$ cat src/rtl/mem_arbiter_if.sv
// mem_arbiter_if: bundles I-cache, D-cache and physical-memory signals of the arbiter
interface mem_arbiter_if #(
  parameter int ADDR_WIDTH = 16,
  parameter int LINE_WIDTH = 128
);
  logic                  icache_read;
  logic [ADDR_WIDTH-1:0] icache_address;
  logic [LINE_WIDTH-1:0] icache_rdata;
  logic                  icache_resp;
  logic                  dcache_read;
  logic                  dcache_write;
  logic [ADDR_WIDTH-1:0] dcache_address;
  logic [LINE_WIDTH-1:0] dcache_wdata;
  logic [LINE_WIDTH-1:0] dcache_rdata;
  logic                  dcache_resp;
  logic                  pmem_read;
  logic                  pmem_write;
  logic [ADDR_WIDTH-1:0] pmem_address;
  logic [LINE_WIDTH-1:0] pmem_wdata;
  logic [LINE_WIDTH-1:0] pmem_rdata;
  logic                  pmem_resp;
  modport slave (
    input  icache_read, icache_address, dcache_read, dcache_write, dcache_address,
           dcache_wdata, pmem_rdata, pmem_resp,
    output icache_rdata, icache_resp, dcache_rdata, dcache_resp, pmem_read,
           pmem_write, pmem_address, pmem_wdata
  );
  modport master (
    output icache_read, icache_address, dcache_read, dcache_write, dcache_address,
           dcache_wdata, pmem_rdata, pmem_resp,
    input  icache_rdata, icache_resp, dcache_rdata, dcache_resp, pmem_read,
           pmem_write, pmem_address, pmem_wdata
  );
endinterface

$ cat src/rtl/mem_arbiter.sv
// mem_arbiter: single-port memory arbiter, D-side priority with I/D alternation under contention
module mem_arbiter #(
  parameter int ADDR_WIDTH = 16,
  parameter int LINE_WIDTH = 128
) (
  input  logic           clk,
  input  logic           rst_n,
  mem_arbiter_if.slave   bus
);
  localparam logic [1:0] IDLE    = 2'd0;
  localparam logic [1:0] SERVE_I = 2'd1;
  localparam logic [1:0] SERVE_D = 2'd2;
  logic [1:0]            state_q, state_d;
  logic                  last_q, last_d;
  logic                  rd_q, rd_d;
  logic                  wr_q, wr_d;
  logic [ADDR_WIDTH-1:0] addr_q, addr_d;
  logic [LINE_WIDTH-1:0] wdata_q, wdata_d;
  logic                  i_req, d_req, grant_d;
  assign i_req   = bus.icache_read;
  assign d_req   = bus.dcache_read | bus.dcache_write;
  assign grant_d = d_req & ~(i_req & last_q);
  // grant from IDLE latches the memory-side command; pmem_resp returns to IDLE
  always_comb begin
    state_d = state_q;
    last_d  = last_q;
    rd_d    = rd_q;
    wr_d    = wr_q;
    addr_d  = addr_q;
    wdata_d = wdata_q;
    if (state_q == IDLE) begin
      if (grant_d) begin
        state_d = SERVE_D;
        last_d  = 1'b1;
        addr_d  = bus.dcache_address;
        wr_d    = bus.dcache_write;
        rd_d    = ~bus.dcache_write;
        wdata_d = bus.dcache_write ? bus.dcache_wdata : wdata_q;
      end else if (i_req) begin
        state_d = SERVE_I;
        last_d  = 1'b0;
        addr_d  = bus.icache_address;
        rd_d    = 1'b1;
        wr_d    = 1'b0;
      end
    end else if (bus.pmem_resp) begin
      state_d = IDLE;
      rd_d    = 1'b0;
      wr_d    = 1'b0;
    end
  end
  // state registers with synchronous active-low reset
  always_ff @(posedge clk) begin
    if (!rst_n) begin
      state_q <= IDLE;
      last_q  <= 1'b0;
      rd_q    <= 1'b0;
      wr_q    <= 1'b0;
      addr_q  <= '0;
      wdata_q <= '0;
    end else begin
      state_q <= state_d;
      last_q  <= last_d;
      rd_q    <= rd_d;
      wr_q    <= wr_d;
      addr_q  <= addr_d;
      wdata_q <= wdata_d;
    end
  end
  assign bus.pmem_read    = rd_q;
  assign bus.pmem_write   = wr_q;
  assign bus.pmem_address = addr_q;
  assign bus.pmem_wdata   = wdata_q;
  assign bus.icache_rdata = bus.pmem_rdata;
  assign bus.dcache_rdata = bus.pmem_rdata;
  assign bus.icache_resp  = (state_q == SERVE_I) & bus.pmem_resp;
  assign bus.dcache_resp  = (state_q == SERVE_D) & bus.pmem_resp;
endmodule

$ cat src/flat_wrapper.sv
// flat-port wrapper written by rule: the top's interface ports become plain ports
module mem_arbiter_flat 
#(
  parameter int ADDR_WIDTH = 16,
  parameter int LINE_WIDTH = 128
)
  (clk, rst_n, bus_icache_read, bus_icache_address, bus_dcache_read, bus_dcache_write, bus_dcache_address, bus_dcache_wdata, bus_pmem_rdata, bus_pmem_resp, bus_icache_rdata, bus_icache_resp, bus_dcache_rdata, bus_dcache_resp, bus_pmem_read, bus_pmem_write, bus_pmem_address, bus_pmem_wdata);
  mem_arbiter_if #(.ADDR_WIDTH(ADDR_WIDTH), .LINE_WIDTH(LINE_WIDTH)) bus_i ();
  input  logic clk;
  input  logic rst_n;
  input wire logic [$bits(bus_i.icache_read)-1:0] bus_icache_read;
  input wire logic [$bits(bus_i.icache_address)-1:0] bus_icache_address;
  input wire logic [$bits(bus_i.dcache_read)-1:0] bus_dcache_read;
  input wire logic [$bits(bus_i.dcache_write)-1:0] bus_dcache_write;
  input wire logic [$bits(bus_i.dcache_address)-1:0] bus_dcache_address;
  input wire logic [$bits(bus_i.dcache_wdata)-1:0] bus_dcache_wdata;
  input wire logic [$bits(bus_i.pmem_rdata)-1:0] bus_pmem_rdata;
  input wire logic [$bits(bus_i.pmem_resp)-1:0] bus_pmem_resp;
  output wire logic [$bits(bus_i.icache_rdata)-1:0] bus_icache_rdata;
  output wire logic [$bits(bus_i.icache_resp)-1:0] bus_icache_resp;
  output wire logic [$bits(bus_i.dcache_rdata)-1:0] bus_dcache_rdata;
  output wire logic [$bits(bus_i.dcache_resp)-1:0] bus_dcache_resp;
  output wire logic [$bits(bus_i.pmem_read)-1:0] bus_pmem_read;
  output wire logic [$bits(bus_i.pmem_write)-1:0] bus_pmem_write;
  output wire logic [$bits(bus_i.pmem_address)-1:0] bus_pmem_address;
  output wire logic [$bits(bus_i.pmem_wdata)-1:0] bus_pmem_wdata;
  assign bus_i.icache_read = bus_icache_read;
  assign bus_i.icache_address = bus_icache_address;
  assign bus_i.dcache_read = bus_dcache_read;
  assign bus_i.dcache_write = bus_dcache_write;
  assign bus_i.dcache_address = bus_dcache_address;
  assign bus_i.dcache_wdata = bus_dcache_wdata;
  assign bus_i.pmem_rdata = bus_pmem_rdata;
  assign bus_i.pmem_resp = bus_pmem_resp;
  assign bus_icache_rdata = bus_i.icache_rdata;
  assign bus_icache_resp = bus_i.icache_resp;
  assign bus_dcache_rdata = bus_i.dcache_rdata;
  assign bus_dcache_resp = bus_i.dcache_resp;
  assign bus_pmem_read = bus_i.pmem_read;
  assign bus_pmem_write = bus_i.pmem_write;
  assign bus_pmem_address = bus_i.pmem_address;
  assign bus_pmem_wdata = bus_i.pmem_wdata;
  mem_arbiter #(.ADDR_WIDTH(ADDR_WIDTH), .LINE_WIDTH(LINE_WIDTH)) u_core (.clk(clk), .rst_n(rst_n), .bus(bus_i));
endmodule
$ cat config.mk
export PLATFORM = sky130hd
export DESIGN_NAME = mem_arbiter_flat
export DESIGN_NICKNAME = d
export VERILOG_FILES = /design/src/rtl/mem_arbiter_if.sv /design/src/rtl/mem_arbiter.sv /design/src/flat_wrapper.sv
export SDC_FILE = /design/constraint.sdc
export NUM_CORES = 1
export LEC_CHECK = 0
export ABC_CLOCK_PERIOD_IN_PS = 3680
export BUFFER_PORTS_ARGS = -buffer_cell sky130_fd_sc_hd__buf_2
export CAP_MARGIN = 30
export CORE_AREA = 2 2 269 271
export CTS_CLUSTER_DIAMETER = 80
export CTS_CLUSTER_SIZE = 8
export DETAILED_ROUTE_END_ITERATION = 8
export DIE_AREA = 0 0 271 273
export GPL_TIMING_DRIVEN = 0
export SYNTH_ARGS = -nofsm -noshare
export SYNTH_HDL_FRONTEND = slang
export SYNTH_SLANG_ARGS = --single-unit
$ cat constraint.sdc
create_clock -name clk -period 3.68 [get_ports clk]
set_input_delay 0 -clock clk [delete_from_list [all_inputs] [get_ports clk]]
set_output_delay 0 -clock clk [all_outputs]
set_load 0.1 [all_outputs]
* Word level (Yosys, flattened, before mapping) *
Cells that the tools add are included.

word-level totals
  word-level logic and storage cells = 36
  output and inout port bits = 404
  register bits = 149
  input bits = 294

cells by class
  reduce and logical (&&, ||, !) cells = 6
  muxes and demuxes = 14
  equal/unequal tests = 3
  bitwise logic cells = 7

operators by type and width
  operator            number
  $mux 16             2
  $mux 1              8
  $mux 2              4
  $and 1x1->1         4
  $reduce_and 2->1    2
  $reduce_bool 2->1   2
  $ne 3x2->1 const B  1
  $reduce_and 3->1    1
  $eq 2x1->1 const B  1
  $eq 2x2->1 const B  1
  $logic_not 2->1     1
  $not 1->1           2
  $or 1x1->1          1

* Logic depth before layout (Yosys ltp) *
  depth after elaboration = 5
  mapped depth = 6
  gate-level depth less buffers = 3

* Worst setup path before layout *
OpenSTA, ideal clock, no wires.

  path type = reg-to-output
  start = register u_core.state_q[1]
  end = output bus_dcache_resp
  path buffers = 1
  arrival time = 2.703 ns
  path slack = 0.977 ns
  cell stages (with the launch flop) = 3
  data required time = 3.680 ns
  path through = dfxtp_1 buf_2 nor3b_1

on the way
  cells in the longest elaborated chain, start to end = 2

RTL lines
  what                    RTL line            source
  from (decl)             mem_arbiter.sv:13   logic [1:0] state_q, state_d;
  from (signal assigned)  mem_arbiter.sv:62   state_q <= state_d;
  $eq 2x2->1              mem_arbiter.sv:77   assign bus.dcache_resp = (state_q == SERVE_D) & bus.pmem_resp;
  $and 1x1->1             mem_arbiter.sv:77
  to (decl)               flat_wrapper.sv:22  output wire logic [$bits(bus_i.dcache_resp)-1:0] bus_dcache_resp;

No other way between the ends.

* Final worst setup path *
  start = register u_core.state_q[0]
  end = register u_core.wdata_q[4] (netlist: u_core.bus.pmem_wdata[4])

on the way
  cells in the longest elaborated chain, start to end = 2

RTL lines
  what                        RTL line           source
  $logic_not 2->1             mem_arbiter.sv:31  if (state_q == IDLE) begin
  $reduce_and 3->1 (no line)  n/a
  to (signal assigned)        mem_arbiter.sv:67  wdata_q <= wdata_d;
  to (decl)                   mem_arbiter.sv:18  logic [LINE_WIDTH-1:0] wdata_q, wdata_d;

No other way between the ends.
A chain may end at the register's enable or synchronous reset.

==> results.sh <==
export IMPL_status="complete, no violations"
export IMPL_boundaryPins=698
export IMPL_root_buffer="clkbuf_16"
export IMPL_initial_utilization_pct=11.1
export IMPL_setup_ws_ps=1320
export IMPL_instances_no_fill=2687
export IMPL_synth_most_common_cell="buf_4"
export IMPL_p_comb_share_pct=49.8
export IMPL_grt_max_degree=17
export IMPL_setup_tns_ps=0
export IMPL_ys_async_sr_fraction_pct=0
export IMPL_synth_distinct_cells=30
export IMPL_postPlaceCellArea_um2=12000
export IMPL_ys_flop_type="dfxtp_1"
export IMPL_cap_violations=0
export IMPL_coreArea_um2=71000
export IMPL_finalHoldViolCount=0
export IMPL_worstPathArrival_ps=2750
export IMPL_yosys_warnings=0
export IMPL_port_buffers=568
export IMPL_relSlewSlack_pct=36.6
export IMPL_clk_pin_slew_ps=60
export IMPL_fin_worst_skew_ps=12.8
export IMPL_place_ws_ps=1250
export IMPL_power_mw=7.44
export IMPL_syn_avg_cell_area_um2=8.19
export IMPL_die_area_um2=74000
export IMPL_drive_above_1_share_pct=52.4
export IMPL_start_kind="register"
export IMPL_gp_congestion=0.858
export IMPL_worst_ep_required_time_ps=4070
export IMPL_path_buf_inv=3
export IMPL_fin_nets=2016
export IMPL_ant_nets=0
export IMPL_p_sw_mw=3.78
export IMPL_finalMaxSlewViolations=0
export IMPL_syn_nets=1255
export IMPL_pwr_share_seq_pct=24.8
export IMPL_die_w_um=271
export IMPL_grt_pass1_vias=9150
export IMPL_synth_seq_cells=149
export IMPL_wl_per_cell_um=15.3
export IMPL_syn_inst=961
export IMPL_hp_class="input pin to register"
export IMPL_fin_area_um2=14300
export IMPL_synth_largest_area_cell="dfxtp_1"
export IMPL_cts_tree="yes"
export IMPL_r2r_slack_ps=1320
export IMPL_postLayoutCoreUtil_pct=20.1
export IMPL_netlist_area_um2=7870
export IMPL_grt_overflow=0
export IMPL_cp_cell_sequence="buf_2 -> a211o_1 -> buf_2 -> clkbuf_1 -> o21ai_0 -> a21oi_1"
export IMPL_slowest_stage="clkbuf_1"
export IMPL_grt_pass1_wl_um=57600
export IMPL_synth_area_top_cells="dfxtp_1 38%, buf_4 25%, a21oi_1 8.8%"
export IMPL_wirelength_um=41100
export IMPL_endpoint_kind="register"
export IMPL_cts_path_max_buffers=2
export IMPL_ir_drop_mv=0.240
export IMPL_p_clk_share_pct=25.4
export IMPL_intPower_mw=3.66
export IMPL_postCtsSetupRepairBufs=0
export IMPL_yosysSeqAreaShare_pct=37.9
export IMPL_p_leak_nw=6.72
export IMPL_route_detailed_drc=0
export IMPL_cts_sinks=149
export IMPL_die_h_um=273
export IMPL_viasPerCell=3.55
export IMPL_track_usage_pct=10.6
export IMPL_fin_crit_sh_pct=64.1
export IMPL_first_pass_iters=5
export IMPL_htree_levels=4
export IMPL_swShare_pct=50.8
export IMPL_netlist_area_leader_share_pct=37.9
export IMPL_worst_path_most_repeated_cell="buf_2"
export IMPL_slowest_delay_ps=770
export IMPL_dp_cells=2483
export IMPL_rows=98
export IMPL_place_hpwl_um=31600
export IMPL_powerDensity_nw_per_um2=521
export IMPL_clk_insertion_delay_late_ps=470
export IMPL_dr_total_vias=9527
export IMPL_tightest_slew_ps=950
export IMPL_antenna_found_initial=6
export IMPL_setup_viol=0
export IMPL_synth_edf_count=0
export IMPL_critPathKind="register to register"
export IMPL_area_delta_synth_final_pct=81.4
export IMPL_synth_common_cells="260 x buf_4, 149 x dfxtp_1, 139 x a21oi_1"
export IMPL_drt_iter0_markers=350
export IMPL_rsz0062_at_grt="false"
export IMPL_min_period_ps=2360
export IMPL_clock_fmax_mhz=424
export IMPL_cpLargestDelayFamily="buffers and inverters"
export IMPL_timing_hold_ws_ps=85.7
export IMPL_cts_inserted_buffers=17
export IMPL_crit_fanout=11
-- logic make-up (layout without fill, tap and decap cells) --
logic type	Yosys count	after routing	share of synthesized area [%]
and+or+nand+nor	172	172	10.5
DFF	149	149	37.9
buffers and inverters	340	1113	30.0
other	0	3	0
AOI/OAI and AO/OA	300	300	21.6
-- path summary, 6_finish.rpt --
check,end,cells past startpoint,start
max,u_core.bus.pmem_wdata[4],6,u_core.state_q[0]
min,u_core.last_q,4,bus_dcache_write
min reg2reg,u_core.bus.pmem_wdata[75],2,u_core.bus.pmem_wdata[75]
max reg2reg,u_core.bus.pmem_wdata[4],6,u_core.state_q[0]
-- per-layer routing --
layer / track usage, % / wire [µm] / vias to the layer above
met2: 17.7 / 20000 / 469
met4: 4.27 / 868 / 6
met3: 2.76 / 2760 / 44
met1: 12.8 / 17300 / 4430
li1: - / - / 4578
met5: 0 / 40 / -
-- final cells by class --
cell class                      count  area (µm²)
Antenna cell                        3        7.51
Buffer                            337        2350
Clock buffer                       20         457
Clock inverter                     11         149
Fill cell                        7876       56700
Inverter                            3        11.3
Multi-Input combinational cell    472        2520
Sequential cell                   149        2980
Tap cell                          950        1190
Timing Repair Buffer              742        4600
-- tightest hold or removal path: cells and delay by family --
kind                   cells  cell delay, ps
AO/OA/AOI/OAI              2             250
buffers and inverters      1             140
AND/OR/NAND/NOR            1             100
-- flip-flops by register name, summed over array words and instances (netlist names) --
register,flops
u_core.last_q,1
u_core.bus.pmem_write,1
u_core.bus.pmem_wdata,128
u_core.bus.pmem_address,16
u_core.bus.pmem_read,1
u_core.state_q,2
-- power groups by stage --
stage	clock network [mW]	registers, mW	logic, mW
final	1.89	1.84	3.71
after global routing	2.04	1.86	3.85
after CTS	1.99	1.84	3.72
after detailed placement	0	1.88	3.55
after global placement	0	1.87	3.54
after floorplan	0	2.91	1.84
-- timing repair --
item | in CTS | in global routing
hold buffers | 170 | 0
resized for setup | 0 | 0
setup endpoints to repair | 0 | 0
endpoints found under the hold margin | 149 | 0
-- cell usage in the layout (no fill, tap or decap), types with 2 or more instances in the layout --
| cell type | count |
|---|---|
| buf_4 | 260 |
| dfxtp_1 | 149 |
| o21ai_1 | 2 |
| a311oi_1 | 6 |
| clkbuf_8 | 2 |
| diode_2 | 3 |
| inv_1 | 2 |
| nand3_1 | 128 |
| buf_6 | 14 |
| clkinv_2 | 2 |
| buf_2 | 576 |
| clkbuf_16 | 17 |
| a311oi_2 | 10 |
| clkinvlp_4 | 3 |
| dlygate4sd3_1 | 170 |
| clkbuf_1 | 56 |
| nor2_1 | 2 |
| a21oi_2 | 8 |
| a21oi_1 | 139 |
| nand2_1 | 36 |
| inv_6 | 2 |
| o21ai_0 | 127 |
| bufinv_16 | 3 |
| buf_8 | 3 |
Power figures use the tool's default switching activity.
